### config.mk
export PLATFORM = sky130hd
export DESIGN_NAME = fetch_queue
export DESIGN_NICKNAME = d
export VERILOG_FILES = /design/src/rtl/mips_pkg.sv /design/src/rtl/fetch_queue_mem.sv /design/src/rtl/fetch_queue.sv
export SDC_FILE = /design/constraint.sdc
export NUM_CORES = 1
export LEC_CHECK = 0
export ABC_AREA = 1
export BUFFER_PORTS_ARGS = -buffer_cell sky130_fd_sc_hd__buf_2
export CAP_MARGIN = 20
export CORE_MARGIN = 5
export CORE_UTILIZATION = 55
export CTS_BUF_LIST = sky130_fd_sc_hd__clkbuf_8 sky130_fd_sc_hd__clkbuf_16
export DETAILED_ROUTE_END_ITERATION = 16
export PLACE_DENSITY = 0.75
export SETUP_SLACK_MARGIN = 0.05
export SLEW_MARGIN = 20
export SYNTH_ARGS = -nofsm -noshare
export SYNTH_HDL_FRONTEND = slang
export SYNTH_SLANG_ARGS = --single-unit
### constraint.sdc
create_clock -name clk -period 9.5 [get_ports clk]
set_input_delay 1.425 -clock clk [delete_from_list [all_inputs] [get_ports clk]]
set_output_delay 1.425 -clock clk [all_outputs]
set_load 0.005 [all_outputs]
### src/rtl/mips_pkg.sv
// Shared pipeline definitions: default widths and the fetch-queue entry layout.
package mips_pkg;

    localparam int FQ_DATA_W = 32;
    localparam int FQ_DEPTH  = 4;

    typedef struct packed {
        logic [FQ_DATA_W-1:0] pc;
        logic [FQ_DATA_W-1:0] instr;
    } fq_entry_t;

endpackage

### src/rtl/fetch_queue_mem.sv
// Fetch-queue storage: DEPTH x WIDTH register array, synchronous write, combinational read.
module fetch_queue_mem #(
    parameter int DEPTH = 4,
    parameter int WIDTH = 64
) (
    input  logic                     clk,
    input  logic                     wr_en,
    input  logic [$clog2(DEPTH)-1:0] wr_addr,
    input  logic [WIDTH-1:0]         wr_data,
    input  logic [$clog2(DEPTH)-1:0] rd_addr,
    output logic [WIDTH-1:0]         rd_data
);

    logic [WIDTH-1:0] mem [DEPTH];

    // NOTE: storage is deliberately not reset; entry validity lives in the parent's count.
    always_ff @(posedge clk) begin
        if (wr_en) begin
            mem[wr_addr] <= wr_data;
        end
    end

    assign rd_data = mem[rd_addr];

endmodule

### src/rtl/fetch_queue.sv
// Instruction fetch queue between IF and ID: circular FIFO of {pc, instr} with flush.
module fetch_queue
    import mips_pkg::*;
#(
    parameter int DEPTH  = FQ_DEPTH,
    parameter int DATA_W = FQ_DATA_W
) (
    input  logic                     clk,
    input  logic                     rst_n,
    input  logic                     if_valid,
    input  logic [DATA_W-1:0]        if_pc,
    input  logic [DATA_W-1:0]        if_instr,
    output logic                     if_stall,
    input  logic                     flush,
    input  logic                     id_ready,
    output logic                     id_valid,
    output logic [DATA_W-1:0]        id_pc,
    output logic [DATA_W-1:0]        id_instr,
    output logic [$clog2(DEPTH):0]   count
);

    localparam int AW = $clog2(DEPTH);
    localparam int CW = AW + 1;

    logic [AW-1:0]       wr_ptr;
    logic [AW-1:0]       rd_ptr;
    logic [CW-1:0]       count_q;
    logic                full;
    logic                push;
    logic                pop;
    logic [2*DATA_W-1:0] rd_data;

    // Full blocks pushes outright, even when a pop frees a slot in the same cycle.
    assign full     = (count_q == CW'(DEPTH));
    assign push     = if_valid && !full && !flush;
    assign pop      = id_valid && id_ready && !flush;

    assign if_stall = full;
    assign id_valid = (count_q != '0);
    assign id_pc    = id_valid ? rd_data[2*DATA_W-1:DATA_W] : '0;
    assign id_instr = id_valid ? rd_data[DATA_W-1:0]        : '0;
    assign count    = count_q;

    // NOTE: sequential state uses non-blocking assignments so all registers update together.
    always_ff @(posedge clk or negedge rst_n) begin
        if (!rst_n) begin
            wr_ptr  <= '0;
            rd_ptr  <= '0;
            count_q <= '0;
        end else if (flush) begin
            wr_ptr  <= '0;
            rd_ptr  <= '0;
            count_q <= '0;
        end else begin
            // Pointers are AW bits wide, so DEPTH being a power of two gives the wrap for free.
            if (push) wr_ptr <= wr_ptr + 1'b1;
            if (pop)  rd_ptr <= rd_ptr + 1'b1;
            case ({push, pop})
                2'b10:   count_q <= count_q + 1'b1;
                2'b01:   count_q <= count_q - 1'b1;
                default: count_q <= count_q;
            endcase
        end
    end

    fetch_queue_mem #(
        .DEPTH (DEPTH),
        .WIDTH (2*DATA_W)
    ) u_mem (
        .clk     (clk),
        .wr_en   (push),
        .wr_addr (wr_ptr),
        .wr_data ({if_pc, if_instr}),
        .rd_addr (rd_ptr),
        .rd_data (rd_data)
    );

endmodule

# Word level (Yosys, flattened, before mapping)
# Memory sizes are Yosys's and may differ from the RTL's.
# Index checks and enable logic that the tools add are counted.
word_totals:
  register_bits: 7
  latch_bits: 0
  ram_bits: 256
  romBits: 0
  input_bits: 69
  out_inout_bits: 69
  word_cells: 31
  n_memories: 1
classes:
  n_addsub: 4
  mul: 0
  div: 0
  magnitude_cmp: 0
  eq_ne: 3
  n_shift: 0
  mux: 10
  bitwise_logic: 0
  reduce_logical: 10
memory_table:
  columns: ["name", "words", "width", "rd", "rd_clocked_by_memory_dff", "wr", "line", "text"]
  rows:
  - ["u_mem.mem", 4, 64, 1, 0, 1, "fetch_queue_mem.sv:14", "logic [WIDTH-1:0] mem [DEPTH];"]
op_table:
  columns: ["cell", "count"]
  rows:
  - ["32-bit 2-to-1 mux", 2]
  - ["2-bit 2-to-1 mux", 4]
  - ["3-bit one-hot mux with 2 select lines", 1]
  - ["3-bit nonzero test", 2]
  - ["2-bit by 1-bit adder with 2-bit output, second input constant", 2]
  - ["1-bit logical AND", 4]
  - ["2-bit nonzero test", 2]
  - ["3-bit by 1-bit adder with 3-bit output, second input constant", 1]
  - ["3-bit == test, second input constant", 1]
  - ["3-bit 2-to-1 mux", 1]
  - ["3-bit by 1-bit subtractor with 3-bit output, second input constant", 1]
  - ["2-bit by 1-bit == test with 1-bit output, second input constant", 1]
  - ["2-bit == test, second input constant", 1]
  - ["1-bit logical NOT", 2]
  - ["1-bit 2-to-1 mux", 2]

# Longest topological paths before layout
depth:
  depth_word: 7
  ltp_mapped: 12

# Hierarchy
# From an unflattened synthesis, not the netlist that was laid out.
unflattened:
  cells_unflattened: 1199
  hier_area_um2: 11707.5
by_module_without_submodules:
  columns: ["module", "n_inst", "cells_each", "area_per_inst_um2", "seq_area_each_um2"]
  rows:
  - ["fetch_queue_mem", 1, 1010, 10761.6, 7687.4]
  - ["fetch_queue", 1, 189, 945.9, 175.2]

# Least setup slack after synthesis
# No wires, ideal clock.
synth_path:
  path_kind: "input-to-reg"
  start: "input if_valid"
  end: "memory u_mem.mem[0][0] (enable)"
  setup_ps: 486
  arrival_time_ps: 4411
  path_slack_ps: 4603
  path_stages: 4
  cell_sequence: "nand2_1 -> nor2_1 -> inv_1 -> nor2_1"
synth_via:
  elab_chain_cells: 4
synth_lines:
  columns: ["element", "line", "text"]
  rows:
  - ["start: declaration", "fetch_queue.sv:10", "input logic if_valid,"]
  - ["1-bit logical AND (2 in series)", "fetch_queue.sv:35", "assign push = if_valid && !full && !flush;"]
  - ["1-bit 2-to-1 mux", "fetch_queue_mem.sv:18", "if (wr_en) begin"]
  - ["1-bit 2-to-1 mux (not written as such)", "fetch_queue_mem.sv:19", "mem[wr_addr] <= wr_data;"]
  - ["end: declaration", "fetch_queue_mem.sv:14", null]
# Every way passes these cells.

# Final worst setup path
layout_path:
  start: "register rd_ptr[0]"
  end: "output id_pc[20]"
layout_via:
  elab_chain_cells: 2
layout_lines:
  columns: ["element", "line", "text"]
  rows:
  - ["start: declaration", "fetch_queue.sv:26", "logic [AW-1:0] rd_ptr;"]
  - ["start signal: assignment", "fetch_queue.sv:57", "if (pop) rd_ptr <= rd_ptr + 1'b1;"]
  - ["memory 4 x 64 bit", null, null]
  - ["32-bit 2-to-1 mux", "fetch_queue.sv:40", "assign id_pc = id_valid ? rd_data[2*DATA_W-1:DATA_W] : '0;"]
  - ["end: declaration", "fetch_queue.sv:17", "output logic [DATA_W-1:0] id_pc,"]
# Every way passes these cells.

==> flow_summary.yaml <==
status:
  status: "complete, no violations"
setup_path:
  cp-end-kind: "output port"
  max_stage_delay_ns: 0.68
  worst-setup-path-type: "flop to output port"
  reg2reg_depth: 7
  cp.required_ns: 8.08
  path_max_fanout: 65
  crit_slowest_cell: "clkinv_2"
  r2r_slack_ns: 7.06
  path_buf_inv: 3
  crit_family: "buffers and inverters"
  r2r-end: "u_mem.mem[1][10]"
  r2r-start: "count[0]"
  worst_setup_path_start_kind: "flop"
  path_cells: "clkinv_2, buf_4, o21ai_0, a21oi_1, buf_2"
  worstPathArrival_ns: 3.00
route:
  drt-total-wl_um: 21590
  drt-initial-drc-count: 505
  route.detailed.drc: 0
  routedWlPerCell_um: 17.99
  postRouteAntennaNets: 0
  vias_per_cell: 5.453
  first_pass_iters: 4
  num_vias: 6543
clock_tree:
  clk_path_buf_depth: 3
  clk_pin_slew_ns: 0.06
  root_buffer: "clkbuf_16"
  clock_latency_ns: 0.52
  cts_tree: "yes"
  post-cts-setup-buffers: 0
  cts.sinks: 263
  cts-buffers-inserted: 27
  holdBufCountCts: 0
  h-tree-depth: 1
  cts-resized-gates: 0
final_layout:
  syn2layout_area_growth_pct: 16.31
  nets: 1021
  post-route-util: 0.6455
  drive_gt1_frac: 0.1988
  finalInstanceArea_um2: 12030
  diodes: 0
  final_cells: 1200
sta:
  finClkSkew_ns: 0.01891
  fin_crit_sh: 0.4663
  tightest_slew_ns: 1.005
  finalHoldViolCount: 0
  max_freq_ghz: 0.2257
  report.final.setup_viol: 0
  slew_headroom: 0.3300
  fin_tns_setup_ns: 0
  period_needed_ns: 4.430
  drv_slew: 0
  rsz0062_at_grt: "no"
flow_run:
  maxCapViolations: 0
yosys:
  ys_ff_latch: 263
  yosysSeqAreaShare: 0.7599
  synth-compound-area-share: 0.09699
  muxShareOfSynthArea: 0
  synth-xor-area-share: 0.0008465
  synthSimpleGateAreaFrac: 0.1044
  yosysTopAreaCell: "edfxtp_1"
  synth_top_family_by_area: "simple AND/OR/NAND/NOR gates"
  synth_top_cell_area_share: 0.7430
  synthAdderAreaFrac: 0.006772
  netlist_instances: 819
  avgSynthCellArea_um2: 12.63
  synth_cell_types: 19
  synth_nets: 893
  synth_area_leaders: "edfxtp_1 74%, nor2_1 9.5%, o21ai_0 6.2%, a21oi_1 3.2%, dfrtp_1 1.7%"
  netlist_area_um2: 10350
  yosysWarnings: 0
global_route:
  grt_max_degree: 103
  grt_util_met3: 0.03331
  grt_pass1_wl_um: 33820
  use_met1: 0.2503
  antenna_found_initial: 1
  grtUsageTotal: 0.1955
  overflow: 0
  grt_pass1_vias: 6448
  grt_use_met2: 0.3484
  busiest_layer: "met2"
die:
  core_region_area_um2: 18640
  fp-row-count: 50
  dieArea_um2: 21650
  ios: 138
  initial_core_util: 0.5550
  dieHeight_um: 147.2
  chipWidth_um: 147.2
power:
  p_per_area_nw_per_um2: 264.2
  swShare: 0.3018
  peakVddDrop_uv: 161.1
  p_clk_frac: 0.312
  internal_power_w: 0.002220
  power.total_w: 0.003179
  power_frac_comb: 0.253
  seqPwrFrac: 0.435
  p_leak_nw: 4.428
  switching_power_w: 0.0009594
placed_design:
  finalWeightedCongestion: 0.7844
  dp_cells: 1151
  dpl_cell_area_um2: 11160
  dpl.hpwl_um: 11410
  io_buffers: 137
hold_path:
  hold_depth: 2
  hp-class: "flop to flop"
  min_to: "count[2]"
  hold_path.startpoint: "count[2]"
-- state kept, by name, summed over array words and instances, names as in the netlist --
register / count
u_mem.mem: 256
wr_ptr: 2
rd_ptr: 2
count: 3
-- final cells by class --
type | instances | area, µm²
clock inverter | 21 | 167.7
tap | 234 | 292.8
fill | 1409 | 6609
inverter | 15 | 57.56
sequential | 263 | 7868
multi-input combinational | 493 | 2192
clock buffer | 27 | 675.6
timing repair buffer | 147 | 780.7
-- how the worst max path moves through the flow --
stage | cells after the start | endpoint | slack, ns | from
2_1_floorplan | 4 | u_mem.mem[0][0] | 4.60 | if_valid
3_3_place_gp | 5 | id_instr[30] | 5.70 | rd_ptr[0]
3_5_place_dp | 5 | id_pc[20] | 5.59 | rd_ptr[0]
4_1_cts | 5 | id_pc[20] | 5.02 | rd_ptr[0]
5_1_grt | 5 | id_pc[12] | 4.80 | rd_ptr[0]
6_report | 5 | id_pc[20] | 5.07 | rd_ptr[0]
-- cells by family after synthesis --
group	after synthesis
xor gates and xnor gates	1
adders and majority gates	5
DFF	263
buffers and inverters	63
and+or+nand+nor	287
AOI/OAI and AO/OA	200
-- synth_stat cells --
cell type / instances
a21boi_0: 1
a21oi_1: 67
buf_1: 6
buf_2: 14
buf_4: 14
buf_6: 2
clkbuf_1: 12
dfrtp_1: 7
edfxtp_1: 256
fa_1: 1
ha_1: 4
inv_1: 13
inv_2: 2
nand2_1: 22
nand3_1: 2
nor2_1: 263
o21ai_0: 128
o21ai_1: 4
xnor2_1: 1
-- layer usage --
layer,vias up,part of all wire
li1,3149,-
met3,34,0.051
met5,-,0.00032
met4,2,0.019
met2,163,0.51
met1,3195,0.42
-- worst reg2reg max path, delay by kind of cell (launching register included) --
kind / cells / cell delay (ns)
buffers and inverters: 2 / 0.96
flip-flops: 1 / 0.44
AND/OR/NAND/NOR: 5 / 0.59
-- through the flow --
step                setup slack (ns)  hold slack (ns)
global placement               5.700           0.5541
CTS                            5.018           0.5782
finish                         5.070           0.5854
detailed placement             5.587           0.5581
floorplan                      4.603           0.5395
global route                   4.798           0.6327
-- power groups by stage --
stage	logic (W)	clock network (W)	registers (W)
floorplan	0.000495	0	0.00139
global placement	0.000796	0	0.00140
detailed placement	0.000808	0	0.00141
CTS	0.000812	0.00101	0.00138
global route	0.000911	0.00106	0.00139
finish	0.000805	0.000992	0.00138
-- cell usage in the layout (no fill, tap or decap), types with 2 or more instances in the layout --
| master | instances |
|---|---|
| dfrtp_1 | 5 |
| inv_2 | 2 |
| ha_1 | 4 |
| o21ai_1 | 4 |
| buf_2 | 137 |
| clkinv_1 | 5 |
| clkinv_2 | 6 |
| o21ai_0 | 128 |
| edfxtp_1 | 256 |
| nor2_1 | 259 |
| nor2_4 | 4 |
| nand2_1 | 22 |
| bufinv_16 | 3 |
| clkbuf_16 | 27 |
| a21oi_1 | 67 |
| buf_4 | 9 |
| nand3_1 | 2 |
| inv_1 | 19 |
Power figures use the tool's default switching activity.
